<file path="src/rtl/rx_frame_controller_pkg.sv">
// rtl/rx_frame_controller_pkg.sv - shared state encoding, digit codes and bit-reverse helper
package rx_frame_controller_pkg;

  typedef enum logic {
    IDLE     = 1'b0,
    WAIT_LOW = 1'b1
  } rx_state_e;

  localparam logic [3:0] BLANK_CODE_DEF = 4'b1011;
  localparam logic [3:0] ERR_CODE_DEF   = 4'b1010;

  function automatic logic [15:0] bit_reverse16(input logic [15:0] v);
    logic [15:0] r;
    for (int i = 0; i < 16; i++) begin
      r[i] = v[15-i];
    end
    return r;
  endfunction

endpackage

</file>
<file path="src/rtl/rx_frame_controller_timeout.sv">
// rtl/rx_frame_controller_timeout.sv - inter-byte timeout counter with clear and expiry flag
module rx_timeout_counter #(
  parameter int TIMEOUT_CYCLES = 50000
) (
  input  logic clk,
  input  logic rst,
  input  logic clear,
  input  logic inc,
  output logic expired
);

  localparam int CW = $clog2(TIMEOUT_CYCLES);
  localparam logic [CW-1:0] LIMIT = CW'(TIMEOUT_CYCLES - 1);

  logic [CW-1:0] count;

  always_ff @(posedge clk or posedge rst) begin
    if (rst) begin
      count <= '0;
    end else if (clear) begin
      count <= '0;
    end else if (inc) begin
      count <= count + 1'b1;
    end
  end

  // Expiry is a level; the frame FSM stops incrementing once it is seen.
  assign expired = (count == LIMIT);

endmodule

</file>
<file path="src/rtl/rx_frame_controller.sv">
// rtl/rx_frame_controller.sv - pairs received bytes into frames and loads bit-reversed digits
module rx_frame_controller
  import rx_frame_controller_pkg::*;
#(
  parameter int         TIMEOUT_CYCLES = 50000,
  parameter logic [3:0] BLANK_CODE     = BLANK_CODE_DEF,
  parameter logic [3:0] ERR_CODE       = ERR_CODE_DEF
) (
  input  logic       clk,
  input  logic       reset,
  input  logic [7:0] Rx_DATA,
  input  logic       Rx_VALID,
  input  logic       Rx_FERROR,
  input  logic       Rx_PERROR,
  output logic [3:0] digit0,
  output logic [3:0] digit1,
  output logic [3:0] digit2,
  output logic [3:0] digit3,
  output logic       frame_done,
  output logic       frame_err,
  output logic       err_sticky,
  output logic       busy
);

  rx_state_e   state, state_nxt;
  logic [7:0]  high_byte, high_nxt;
  logic [15:0] digits, digits_nxt;
  logic        done_nxt, err_nxt, sticky_nxt;
  logic        cnt_clear, cnt_inc, expired;
  logic        byte_bad;

  assign byte_bad = Rx_FERROR | Rx_PERROR;

  rx_timeout_counter #(
    .TIMEOUT_CYCLES(TIMEOUT_CYCLES)
  ) u_timeout (
    .clk    (clk),
    .rst    (reset),
    .clear  (cnt_clear),
    .inc    (cnt_inc),
    .expired(expired)
  );

  always_ff @(posedge clk or posedge reset) begin
    if (reset) begin
      state      <= IDLE;
      high_byte  <= 8'h00;
      digits     <= {4{BLANK_CODE}};
      frame_done <= 1'b0;
      frame_err  <= 1'b0;
      err_sticky <= 1'b0;
    end else begin
      state      <= state_nxt;
      high_byte  <= high_nxt;
      digits     <= digits_nxt;
      frame_done <= done_nxt;
      frame_err  <= err_nxt;
      err_sticky <= sticky_nxt;
    end
  end

  always_comb begin
    state_nxt  = state;
    high_nxt   = high_byte;
    digits_nxt = digits;
    done_nxt   = 1'b0;
    err_nxt    = 1'b0;
    sticky_nxt = err_sticky;
    cnt_clear  = 1'b0;
    cnt_inc    = 1'b0;
    case (state)
      IDLE: begin
        if (Rx_VALID) begin
          if (byte_bad) begin
            digits_nxt = {4{ERR_CODE}};
            err_nxt    = 1'b1;
            sticky_nxt = 1'b1;
          end else begin
            high_nxt  = Rx_DATA;
            cnt_clear = 1'b1;
            state_nxt = WAIT_LOW;
          end
        end
      end
      WAIT_LOW: begin
        // A strobe in the expiry cycle still completes the frame.
        if (Rx_VALID) begin
          state_nxt = IDLE;
          if (byte_bad) begin
            digits_nxt = {4{ERR_CODE}};
            err_nxt    = 1'b1;
            sticky_nxt = 1'b1;
          end else begin
            digits_nxt = bit_reverse16({high_byte, Rx_DATA});
            done_nxt   = 1'b1;
            sticky_nxt = 1'b0;
          end
        end else if (expired) begin
          err_nxt    = 1'b1;
          sticky_nxt = 1'b1;
          state_nxt  = IDLE;
        end else begin
          cnt_inc = 1'b1;
        end
      end
      default: state_nxt = IDLE;
    endcase
  end

  assign digit3 = digits[15:12];
  assign digit2 = digits[11:8];
  assign digit1 = digits[7:4];
  assign digit0 = digits[3:0];
  assign busy   = (state == WAIT_LOW);

endmodule
</file>
<file path="config.mk">
export PLATFORM = sky130hd
export DESIGN_NAME = rx_frame_controller
export DESIGN_NICKNAME = d
export VERILOG_FILES = /design/src/rtl/rx_frame_controller_pkg.sv /design/src/rtl/rx_frame_controller_timeout.sv /design/src/rtl/rx_frame_controller.sv
export SDC_FILE = /design/constraint.sdc
export NUM_CORES = 1
export LEC_CHECK = 0
export CAP_MARGIN = 20
export CORE_UTILIZATION = 55
export CTS_BUF_LIST = sky130_fd_sc_hd__clkbuf_4 sky130_fd_sc_hd__clkbuf_8
export DETAILED_ROUTE_END_ITERATION = 8
export GPL_ROUTABILITY_DRIVEN = 0
export PLACE_DENSITY = 0.78
export SYNTH_ARGS = -nofsm -noshare
export SYNTH_HDL_FRONTEND = slang
export SYNTH_SLANG_ARGS = --single-unit
</file>
<file path="constraint.sdc">
create_clock -name clk -period 1.8 [get_ports clk]
set_input_delay 0.36 -clock clk [delete_from_list [all_inputs] [get_ports clk]]
set_output_delay 0.36 -clock clk [all_outputs]
set_load 0.005 [all_outputs]
</file>
==> results of run 1 <==
cells in the final DEF, fill, tap and decap left out, types with 5 or more instances in the layout:
cell type | netlist | layout
nand2_1 | 52 | 52
dfrtp_1 | 32 | 32
clkdlybuf4s50_1 | 0 | 23
buf_4 | 2 | 17
nand3_1 | 14 | 14
dfstp_2 | 12 | 12
a22o_1 | 8 | 8
nor2_1 | 8 | 8
dlymetal6s2s_1 | 0 | 8
mux2i_1 | 6 | 6
xnor2_1 | 6 | 6
clkbuf_4 | 0 | 5
power by group through the flow:
stage	combinational [mW]	sequential (mW)	clock, mW
2_1_floorplan	0.341	1.40	0
3_3_place_gp	0.724	1.39	0
3_5_place_dp	0.752	1.40	0
4_1_cts	0.757	1.38	0.905
5_1_grt	0.841	1.41	0.939
6_report	0.763	1.38	0.895
cell families (layout without fill, tap and decap cells):
group / Yosys count / count (layout)
multiplexers: 6 / 6
flip-flops: 44 / 44
adder cells (fa/ha/maj): 1 / 1
AND/OR/NAND/NOR: 103 / 103
XOR/XNOR: 6 / 6
AO/OA/AOI/OAI: 19 / 19
buffers and inverters: 11 / 62
stage by stage:
step                hold WS (ns)  power [mW]  utilization
finish                     0.349        3.04        0.771
global route               0.371        3.18        0.771
CTS                        0.366        3.04        0.761
detailed placement         0.466        2.15        0.724
global placement           0.456        2.12        0.724
floorplan                  0.445        1.74            -
Yosys cell counts (2+ instances only):
cell and number:
and3_1 2, nor3_1 4, buf_2 2, o21ai_0 3
dfstp_2 12, and2_1 2, nor4b_1 2, nand4_1 3
dfrtp_1 32, buf_4 2, mux2i_1 6, nand3_1 14
buf_6 2, xnor2_1 6, nor3_4 2, inv_1 4
a22o_1 8, a21oi_1 4, nor4_2 2, nor2_1 8
nand2_1 52
registers in the layout, summed over array words and instances (netlist names):
register / count
frame_done: 1
frame_err: 1
digits: 16
high_byte: 8
busy: 1
u_timeout.count: 16
err_sticky: 1
worst paths after layout:
check | from | end | slack [ns] | depth (start not counted)
min | reset | digits[2]$_DFFE_PP0P_ | 0.35 | 3
max | digits[15]$_DFFE_PP1P_ | digit3[3] | 0.03 | 1
max in group asynchronous | reset | digits[9]$_DFFE_PP1P_ | 1.18 | 3
min reg2reg | digits[13]$_DFFE_PP1P_ | digits[13]$_DFFE_PP1P_ | 0.48 | 2
max reg2reg | u_timeout.count[10]$_DFFE_PP0P_ | u_timeout.count[1]$_DFFE_PP0P_ | 0.10 | 4
min in group clk | digits[13]$_DFFE_PP1P_ | digits[13]$_DFFE_PP1P_ | 0.48 | 2
area by class of cell:
class,instances,area (um^2)
Timing Repair Buffer,50,487
Clock buffer,5,37.5
Inverter,4,15.0
Sequential cell,44,1120
Clock inverter,3,90.1
Multi-Input combinational cell,135,831
Tap cell,46,57.6
Fill cell,217,782
what timing repair did:
item | in CTS | in global routing
resized for setup | 1 | 10
setup endpoints to repair | 1 | 11
buffers inserted | 0 | 1
layer usage:
layer	vias up	routed length, um
met5	-	0
met4	0	67
met3	8	219
met2	46	2240
met1	794	1890
li1	755	-
==> flow_summary_export.csv, run 1 <==
group,metric,value,unit
critical_path,start_kind,"flop",
clock_network,holdBufCountCts,0,
logic_synthesis,syn_inst,190,
logic_synthesis,ys_types,39,
power_and_ir_drop,power.clock.fraction,0.295,
sta,worst_pin_slew,0.457,ns
clock_network,numCtsBuffers,5,
finish,nets,254,
critical_path,cp-end-kind,"primary output",
critical_path,cp_cell_sequence,"clkdlybuf4s50_1",
clock_network,cts_tree,"built",
grt,grt_pass1_vias,1677,
sta,slew_violations,0,
grt,antenna_found_initial,0,
clock_network,cts_sinks,44,
sta,max_freq,0.565,GHz
power_and_ir_drop,power_density,1150,nW/um^2
routing,num_vias,1603,
sta,layout_setup_ws,0.0296,ns
grt,gr-total-overflow,0,
routing,drc_errors,0,
routing,routedWlPerCell,15.4,um
clock_network,clock_latency,0.37,ns
finish,area_growth,31.2,%
logic_synthesis,synth.top_cells.by_area,"dfrtp_1 40%, dfstp_2 16%, nand2_1 9.7%",
power_and_ir_drop,switching_share,0.272,
routing,vias_per_cell,5.59,
routing,first_pass_iters,4,
logic_synthesis,synth-seq-area-share,0.556,
sta,finalCritPeriodShare,0.984,
critical_path,crit_arrival,1.41,ns
sta,min_period,1.77,ns
grt,grt_usage,0.246,
grt,use_met1,0.298,
clock_network,cts-root-buf,"clkbuf_4",
logic_synthesis,async_reset_ff_frac,1.00,
logic_synthesis,synthAdderAreaFrac,0.00623,
logic_synthesis,synth-edff-count,0,
power_and_ir_drop,pwr-share-comb,0.251,
grt,grt_pass1_wl,7390,um
logic_synthesis,netlist_area,2010,um^2
logic_synthesis,syn-mean-instance-area,10.6,um^2
logic_synthesis,muxShareOfSynthArea,0.0299,
floorplan,ioPinCount,33,
power_and_ir_drop,internal-power,2.21,mW
power_and_ir_drop,p_seq_frac,0.454,
sta,skew,0.0139,ns
floorplan,die_x,62.4,um
logic_synthesis,synth_top_family_by_area,"simple AND/OR/NAND/NOR gates",
finish,fin_cells,287,
power_and_ir_drop,vdd_ir_drop_max,826,uV
critical_path,path_buf_inv,1,
critical_path,cp.required,1.44,ns
floorplan,num_rows,21,
sta,maxSlewHeadroom,0.691,
finish,fin_area,2630,um^2
placed_design,placed_area,2470,um^2
run,maxCapViolCount,0,
critical_path,max_stage_delay,0.56,ns
floorplan,die_y,62.4,um
placed_design,dp.cells,278,
floorplan,die_area,3900,um^2
grt,grt_use_met3,0.0639,
critical_path,crit_family,"flip-flops",
clock_network,cts_buffer_depth,2,
grt,grtUsageMet2,0.410,
grt,grt_max_degree,45,
logic_synthesis,synth_fp_nets,204,
sta,setup_tns,0,ns
logic_synthesis,synth-simple-area-share,0.277,
critical_path,crit_slowest_cell,"dfstp_2",
clock_network,clk_pin_slew,0.13,ns
status,status,"finished, final reports clean",
placed_design,dp_hpwl,3040,um
logic_synthesis,synth_xor_area_frac,0.0262,
logic_synthesis,yosys.area.top_type,"dfrtp_1",
routing,first_iter_violations,109,
placed_design,preCtsSetupSlack,-0.118,ns
critical_path,path_class,"reg -> out",
sta,final-hold-violation-count,0,
placed_design,numPortBuffers,32,
power_and_ir_drop,p_leak,1.30,nW
logic_synthesis,synth_top_area_frac,0.399,
finish,antenna_cells,0,
sta,setup_viol,0,
worst_hold_path,min_path_type,"in -> async",
routing,totalWireLength,4410,um
floorplan,initial_core_util,0.588,
finish,drive_gt1_frac,0.212,
grt,busiest_layer,"met2",
critical_path,critPathMaxFanout,2,
clock_network,htreeDepth,2,
logic_synthesis,yosysWarnings,0,
logic_synthesis,ys_ff_latch,44,
floorplan,core_area,3420,um^2
logic_synthesis,synth-compound-area-share,0.0710,
power_and_ir_drop,power.switching,0.827,mW
routing,drtAntennaViolNets,0,
logic_synthesis,synth-main-ff-cell,"dfrtp_1",
Note: power is estimated with default switching activity, not from simulation.
==> inputs of run 2 (changes only) <==
Clock period 1.8 ns to 1.85 ns, I/O delays scaled along.
==> run 2 against run 1 <==
Combinational power shrank 2.6%. Setup slack better by 0.019 ns. Count of clock-buffer cells in the layout increased by 3. Clock skew is 0.0062 ns lower. Power fell by 14%. Non-clock buffer count is 1 lower. First-iteration DRC count shrank 40%. Largest cell class unchanged. Largest power group unchanged.
==> flow_summary_export.csv, run 2 (synthesized netlist as in run 1, its figures left out) <==
group,metric,value,unit
finish,antenna_cells,0,
clock_network,cts_sinks,44,
placed_design,numPortBuffers,32,
grt,gr-total-overflow,0,
clock_network,cts-root-buf,"clkbuf_4",
power_and_ir_drop,power_density,1020,nW/um^2
finish,mostFrequentLayoutCell,"nand2_1",
finish,drive_gt1_frac,0.204,
grt,grt_pass1_vias,1646,
critical_path,crit_arrival,1.43,ns
finish,fin_area,2550,um^2
critical_path,path_class,"reg -> out",
sta,finalHoldWorstSlack,0.384,ns
power_and_ir_drop,vdd_ir_drop_max,808,uV
grt,antenna_found_initial,0,
sta,maxSlewHeadroom,0.736,
routing,first_pass_iters,4,
floorplan,die_area,3900,um^2
routing,routedWlPerCell,15.2,um
worst_hold_path,min_path_type,"in -> async",
floorplan,num_rows,21,
finish,layout_common_cells,"52 x nand2_1, 32 x dfrtp_1, 32 x clkdlybuf4s50_1, 15 x buf_4, 14 x nand3_1",
clock_network,cts_buffer_depth,2,
finish,reg.largest.list,"digits x16, u_timeout.count x16, high_byte x8",
run,maxCapViolCount,0,
floorplan,core_area,3420,um^2
sta,slew_violations,0,
critical_path,start_kind,"flop",
critical_path,critPathMaxFanout,5,
power_and_ir_drop,p_leak,1.20,nW
sta,rsz0062_at_grt,"false",
critical_path,r2r_cells,5,
placed_design,preCtsSetupSlack,-0.0955,ns
floorplan,die_x,62.4,um
critical_path,cp.required,1.48,ns
routing,first_iter_violations,65,
clock_network,htreeDepth,2,
routing,totalWireLength,4350,um
placed_design,placed_area,2460,um^2
clock_network,numCtsBuffers,5,
sta,final-hold-violation-count,0,
clock_network,clock_latency,0.35,ns
status,status,"finished, final reports clean",
sta,max_freq,0.555,GHz
finish,fin_cells,286,
sta,finalCritPeriodShare,0.974,
sta,min_period,1.80,ns
sta,layout_setup_ws,0.0487,ns
routing,dr_wl_met2,2260,um
finish,postLayoutCoreUtil,0.747,
finish,area_growth,27.0,%
sta,skew,0.00777,ns
routing,met3_length,211,um
placed_design,dp_hpwl,3210,um
routing,num_vias,1616,
finish,nets,253,
critical_path,cp-end-kind,"primary output",
routing,drc_errors,0,
routing,vias_per_cell,5.65,
routing,maxUsedRoutingLayer,"met4",
floorplan,ioPinCount,33,
floorplan,die_y,62.4,um
grt,grt_pass1_wl,7530,um
sta,worst_pin_slew,0.394,ns
sta,setup_viol,0,
routing,wl_met1,1830,um
finish,fillers,239,
grt,grt_usage,0.252,
clock_network,clk_pin_slew,0.12,ns
sta,setup_tns,0,ns
floorplan,initial_core_util,0.588,
grt,grt_max_degree,45,
clock_network,cts_tree,"built",
routing,drtAntennaViolNets,0,
placed_design,dp.cells,276,
power_and_ir_drop,total_power,2.60,mW
## run 2: final timing paths
kind                                           startpoint                             end  slack [ns]
max                                        busy$_DFF_PP0_                            busy        0.05
min                                                 reset  u_timeout.count[3]$_DFFE_PP0P_        0.38
max reg2reg                u_timeout.count[0]$_DFFE_PP0P_  u_timeout.count[3]$_DFFE_PP0P_        0.17
min reg2reg                        digits[13]$_DFFE_PP1P_          digits[13]$_DFFE_PP1P_        0.49
max in group asynchronous                           reset          digits[13]$_DFFE_PP1P_        1.20
min in group clk                   digits[13]$_DFFE_PP1P_          digits[13]$_DFFE_PP1P_        0.49
## run 2: final cells by class
cell class                      count  area (um^2)  area share
Sequential cell                    44         1120       0.438
Clock buffer                        8         66.3      0.0260
Timing Repair Buffer               49          464       0.182
Multi-Input combinational cell    135          831       0.326
Inverter                            4         15.0     0.00589
Tap cell                           46         57.6      0.0226
## run 2: routing by layer
metal | vias to the layer above | track usage
met5 | - | 0
met4 | 0 | 0.0785
met3 | 6 | 0.0584
met2 | 48 | 0.438
met1 | 806 | 0.310
li1 | 756 | -
## run 2: repair_timing
item | in CTS | in global routing
gates resized for setup | 0 | 2
setup buffers | 0 | 2
setup endpoints to repair | 0 | 2
hold buffers | 0 | 0
## run 2: worst max-delay path: stages, from the launching register on
cell and delay [ns]:
dfrtp_1 0.45, buf_6 0.14, clkdlybuf4s50_1 0.50
## run 2: where the power goes
part	switching (mW)	leakage, nW	total [mW]	internal (mW)
Combinational	0.341	0.608	0.743	0.401
Clock	0.286	0.0394	0.503	0.217
Sequential	0.148	0.550	1.36	1.21
==> inputs of run 3 (changes only) <==
Settings changed: CAP_MARGIN 20 to not set, CTS_CLUSTER_SIZE set to 8.
==> results of run 3 <==
Final layout, timing and power as in run 2 (identical DEF).
==> RTL change 1 (flow settings as in run 3) <==
`TIMEOUT_CYCLES` is set to 50000 in 2 places; all go to 25000.
--- a/src/rtl/rx_frame_controller_timeout.sv
+++ b/src/rtl/rx_frame_controller_timeout.sv
@@ -2,3 +2,3 @@
 module rx_timeout_counter #(
-  parameter int TIMEOUT_CYCLES = 50000
+  parameter int TIMEOUT_CYCLES = 25000
 ) (
--- a/src/rtl/rx_frame_controller.sv
+++ b/src/rtl/rx_frame_controller.sv
@@ -4,3 +4,3 @@
 #(
-  parameter int         TIMEOUT_CYCLES = 50000,
+  parameter int         TIMEOUT_CYCLES = 25000,
   parameter logic [3:0] BLANK_CODE     = BLANK_CODE_DEF,
Function: same outputs for any inputs over 10 cycles, from zero or initial values and one cycle with reset high; that may be too few to reach the edited logic, so the function may still have changed.
==> RTL change 1 against run 3 <==
Sequential cell count decreased by 1. Worst setup slack improved by 0.025 ns. Routed wire length shrank 2.5%. Worst hold slack worse by 0.013 ns. Synthesized area down 6.0%. Final area decreased by 2.2%. Largest cell class unchanged.
Power is not compared: it rests on default switching activity, and its combinational part moved more than twofold at a synthesized area within 25%.
==> RTL change 1: results (changes against run 3) <==
* Register area share after synthesis at 57.8% (was 55.6%)
* Top cells by count, synth: nand2_1 (53), dfrtp_1 (31), dfstp_2 (12), nand3_1 (12), nor2_1 (10) (was nand2_1 (52), dfrtp_1 (32), nand3_1 (14), dfstp_2 (12))
* Pre-CTS setup slack at -0.180 ns (was -0.0955 ns)
* R2r setup slk at 0.08 ns (was 0.17 ns)
* Main area contributors after synthesis: dfrtp_1 (41%), dfstp_2 (17%), nand2_1 (11%) (was dfrtp_1 (40%), dfstp_2 (16%), nand2_1 (9.7%))
* WL final at 4240 um (was 4350 um)
* NumNets Final at 252 (was 253)
* DRT iter0 DRCs at 94 (was 65)
* First-pass GRT wire length at 6940 um (was 7530 um)
* Critical Path Fanout Max at 2 (was 5)
* Max clock buf depth at 2 (unchanged)
* Detailed Place HPWL at 3120 um (was 3210 um)
* Dpl cell area at 2410 um2 (was 2460 um2)
* Via Count at 1562 (was 1616)
* Crit path to: digit3[1] (was busy)
* Final period utilization at 96.0% (was 97.4%)
* Hold Crit Class: input pin to asynchronous set/reset pin (unchanged)
* Crit-path leading delay family: flip-flops (was buffers and inverters)
* Total number of H-tree levels at 2 (unchanged)
* Layout cells sized above 1 at 19.7% (was 20.4%)
* Max VDD drop at 517 uV
* Origin of the critical flop-to-flop path: u_timeout.count[9] (was u_timeout.count[0])
* FFs w/ async S/R, synth at 100% (unchanged)
* Post-CTS setup buffers at 0 (unchanged)
* Commonest register cell after synthesis: dfrtp_1 (unchanged)
* Insertion delay to the later sink of the worst-skew pair at 0.35 ns (about the same)
* Top flop regs: digits: 16 flops, u_timeout.count: 15 flops, high_byte: 8 flops (was digits: 16 flops, u_timeout.count: 16 flops, high_byte: 8 flops)
* Clk root buf: clkbuf_4 (unchanged)
* Reg2reg end: u_timeout.count[3] (unchanged)
* Clock skew at 0.00603 ns (was 0.00777 ns)
* GRT Util Overall at 26.4% (was 25.2%)
* Reg2Reg Depth at 5 (unchanged)
* Post-synth cell types at 36 (was 39)
* # port buffers at 32 (unchanged)
* Antenna Cells at 0 (unchanged)
* Worst Max-Slew Pin Slew at 0.354 ns (was 0.394 ns)
* Critical Path Source: digits[13] (was busy)
* Clk slew on worst S/H paths at about 0.13 ns
* Worst path max stage delay at 0.55 ns (was 0.50 ns)
* Largest net degree at the start of global routing at 44 (was 45)
* Status: finished clean (unchanged)
* Syn_nets at 200 (was 204)
* Critical-path top delay cell: dfstp_2 (was clkdlybuf4s50_1)
* Static Leak at 1.15 nW
* Worst Path Arrival at 1.41 ns (was 1.43 ns)
## RTL change 1: power by group
group          switching [W]  internal (W)
Sequential         0.0000474       0.00103
Clock               0.000299      0.000320
Combinational       0.000147      0.000162
Total               0.000494       0.00151
## RTL change 1: through the flow
stage / instances / utilization (%)
after CTS: 283 / 79.1
after floorplan: 186 / -
after global routing: 283 / 79.1
after global placement: 275 / 76.4
final: 283 / 79.1
after detailed placement: 275 / 76.4
## RTL change 1: kinds of logic (layout without fill, tap and decap cells)
logic type,count (synthesis),count (layout),synth area share [%]
simple gates,99,99,26.2
flops,43,43,57.8
compound gates,24,24,9.35
buf+inv,11,64,2.19
xor+xnor,7,7,3.25
fa+ha+maj,1,1,0.663
mux,1,1,0.531
## RTL change 1: layer usage
layer  part of all wire [%]  up-vias  track usage, %
li1                       -      748               -
met3                    4.6        6            6.61
met5                      0        -               0
met4                   0.90        0            10.1
met1                     44      766            32.0
met2                     51       42            45.5
## RTL change 1: worst min-delay path by stage
stage,slack [ns],to,cells past startpoint
2_1_floorplan,0.45,high_byte[0],2
3_3_place_gp,0.46,high_byte[0],2
3_5_place_dp,0.46,high_byte[5],2
4_1_cts,0.36,digits[14],3
5_1_grt,0.39,digits[14],3
6_report,0.37,digits[14],3
## RTL change 1: layout make-up
| cell class | instances | area, um2 |
|---|---|---|
| flip-flops and latches | 43 | 1090 |
| multi-input cells | 132 | 761 |
| fillers | 214 | 658 |
| repair buffers | 53 | 490 |
| well taps | 44 | 55.1 |
| clock buffers | 6 | 51.3 |
| clock inverters | 2 | 35.0 |
| inverters | 3 | 11.3 |
==> RTL change 2 (settings of run 3) <==
Made on the original files. Put a register stage on the outputs `digit0`, `digit1`, `digit2`, `digit3` and `busy`. The values now appear one clock later. The other outputs are not delayed to match.
--- a/src/rtl/rx_frame_controller.sv
+++ b/src/rtl/rx_frame_controller.sv
@@ -109,7 +109,9 @@
 
-  assign digit3 = digits[15:12];
-  assign digit2 = digits[11:8];
-  assign digit1 = digits[7:4];
-  assign digit0 = digits[3:0];
-  assign busy   = (state == WAIT_LOW);
+  always_ff @(posedge clk) begin
+    digit0 <= digits[3:0];
+    digit1 <= digits[7:4];
+    digit2 <= digits[11:8];
+    digit3 <= digits[15:12];
+    busy   <= (state == WAIT_LOW);
+  end
 
Formal check against the unedited RTL: not equivalent (a bounded check fails within 4 cycles, from zero or initial values and one cycle with reset high).
==> RTL change 2 against run 3 <==
First-iteration DRC count rose to 2.6 times the old value. Routed wire length rose by 4.5%. Sequential cell count rose by 17. Synthesized cell count rose by 7.9%. Core utilization rose by 0.20 points. Worst setup slack improved by 0.11 ns. Synthesized area rose by 15%. Final area rose by 17%. Worst hold slack got worse by 0.013 ns. Clock skew rose by 0.0036 ns. Critical path depth rose by 4.
Power is not compared: it rests on default switching activity, and its combinational part moved more than twofold at a synthesized area within 25%.
==> RTL change 2: results (changes against run 3) <==
* Critical-path top delay cell: dfrtp_1 (was clkdlybuf4s50_1)
* Initial antenna violation count at 0 (unchanged)
* Status: finished clean (unchanged)
* Hold Crit Class: flop to flop (was input pin to asynchronous set/reset pin)
* Min Hold Slack at 0.371 ns (was 0.384 ns)
* Reg2reg end: u_timeout.count[12] (was u_timeout.count[3])
* Total number of H-tree levels at 3 (was 2)
* Slew HR at 78.6% (was 73.6%)
* Vias per Instance at 5.37 (was 5.65)
* Fin cells at 314 (was 286)
* Top cells by count, synth: nand2_1 (51), dfrtp_1 (32), dfxtp_1 (17), nand3_1 (14), dfstp_2 (12) (was nand2_1 (52), dfrtp_1 (32), nand3_1 (14), dfstp_2 (12))
* DRT iter0 DRCs at 172 (was 65)
* Reg2Reg Depth at 6 (was 5)
* CTS buffer count at 9 (was 5)
* Largest family of logic cells by synthesized area: simple AND/OR/NAND/NOR gates (unchanged)
* Detailed Place HPWL at 3050 um (was 3210 um)
* DR WL/cell at 14.5 um (was 15.2 um)
* Static Leak at 1.35 nW
* Register area share after synthesis at 63.2% (was 55.6%)
* GRT Util Overall at 24.0% (was 25.2%)
* Synth Area in Adders at 0.543% (was 0.623%)
* Critical Path Source: u_timeout.count[0] (was busy)
* CTS resizes at 0 (unchanged)
* # port buffers at 32 (unchanged)
* Syn_nets at 219 (was 204)
* First-pass GRT wire length at 7500 um (was 7530 um)
* Mux contribution to synthesized area at 0.869% (was 2.99%)
* Crit-path leading delay family: simple AND/OR/NAND/NOR gates (was buffers and inverters)
* Clk slew on worst S/H paths at 0.08 ns (was 0.12 ns)
* Clock skew at 0.0114 ns (was 0.00777 ns)
* Clk root buf: clkbuf_8 (was clkbuf_4)
* Xor and xnor area share after synthesis at 2.28% (was 2.62%)
* Dpl cell area at 2800 um2 (was 2460 um2)
* Vias in the first global route at 1602 (was 1646)
* Pre-CTS setup slack at -0.0886 ns (was -0.0955 ns)
* Largest net degree at the start of global routing at 45 (unchanged)
* Post-synth cell types at 39 (unchanged)
* Worst Path Arrival at 1.95 ns (was 1.43 ns)
* Cells after synthesis at 205 (was 190)
* # placed instances at 298 (was 276)
* Complex-gate fraction of the synthesized area at 8.03% (was 7.10%)
* NumNets Final at 273 (was 253)
* Main area contributors after synthesis: dfrtp_1 (35%), dfxtp_1 (15%), dfstp_2 (14%) (was dfrtp_1 (40%), dfstp_2 (16%), nand2_1 (9.7%))
* FFs w/ async S/R, synth at 72.1% (was 100%)
* Layout cells sized above 1 at 20.1% (was 20.4%)
* Worst path max stage delay at 0.42 ns (was 0.50 ns)
-- RTL change 2: logic make-up after synthesis --
family / Yosys count
and+or+nand+nor: 99
DFF: 61
AOI/OAI and AO/OA: 25
buffers and inverters: 11
xor gates and xnor gates: 6
muxes: 2
adders and majority gates: 1
-- RTL change 2: area by class of cell --
| cell class | instances | area [um2] |
|---|---|---|
| flip-flops and latches | 61 | 1460 |
| fillers | 277 | 1010 |
| clock inverters | 6 | 62.6 |
| well taps | 50 | 62.6 |
| multi-input cells | 133 | 795 |
| repair buffers | 51 | 475 |
| clock buffers | 10 | 131 |
| inverters | 3 | 11.3 |
-- RTL change 2: worst max path at each step --
stage                                to  slack [ns]  cells after the start
detailed placement   u_timeout.count[3]       -0.09                      5
global placement     u_timeout.count[0]       -0.06                      5
finish              u_timeout.count[12]        0.16                      6
global route        u_timeout.count[12]        0.03                      6
CTS                 u_timeout.count[12]        0.14                      6
floorplan            u_timeout.count[2]        0.26                      5
-- RTL change 2: power by group through the flow --
stage,logic (W),clock network (W),registers (W)
after CTS,0.000273,0.00118,0.00150
after global placement,0.000257,0,0.00153
after detailed placement,0.000270,0,0.00153
after floorplan,0.000130,0,0.00152
after global routing,0.000302,0.00125,0.00152
final,0.000268,0.00116,0.00151
-- RTL change 2: layer usage --
| layer | GRT usage (%) | vias to the layer above | share of wire, % |
|---|---|---|---|
| li1 | - | 825 | - |
| met1 | 31.0 | 786 | 45 |
| met2 | 34.8 | 63 | 46 |
| met4 | 14.9 | 0 | 2.9 |
| met3 | 7.53 | 13 | 5.6 |
| met5 | 0 | - | 0 |
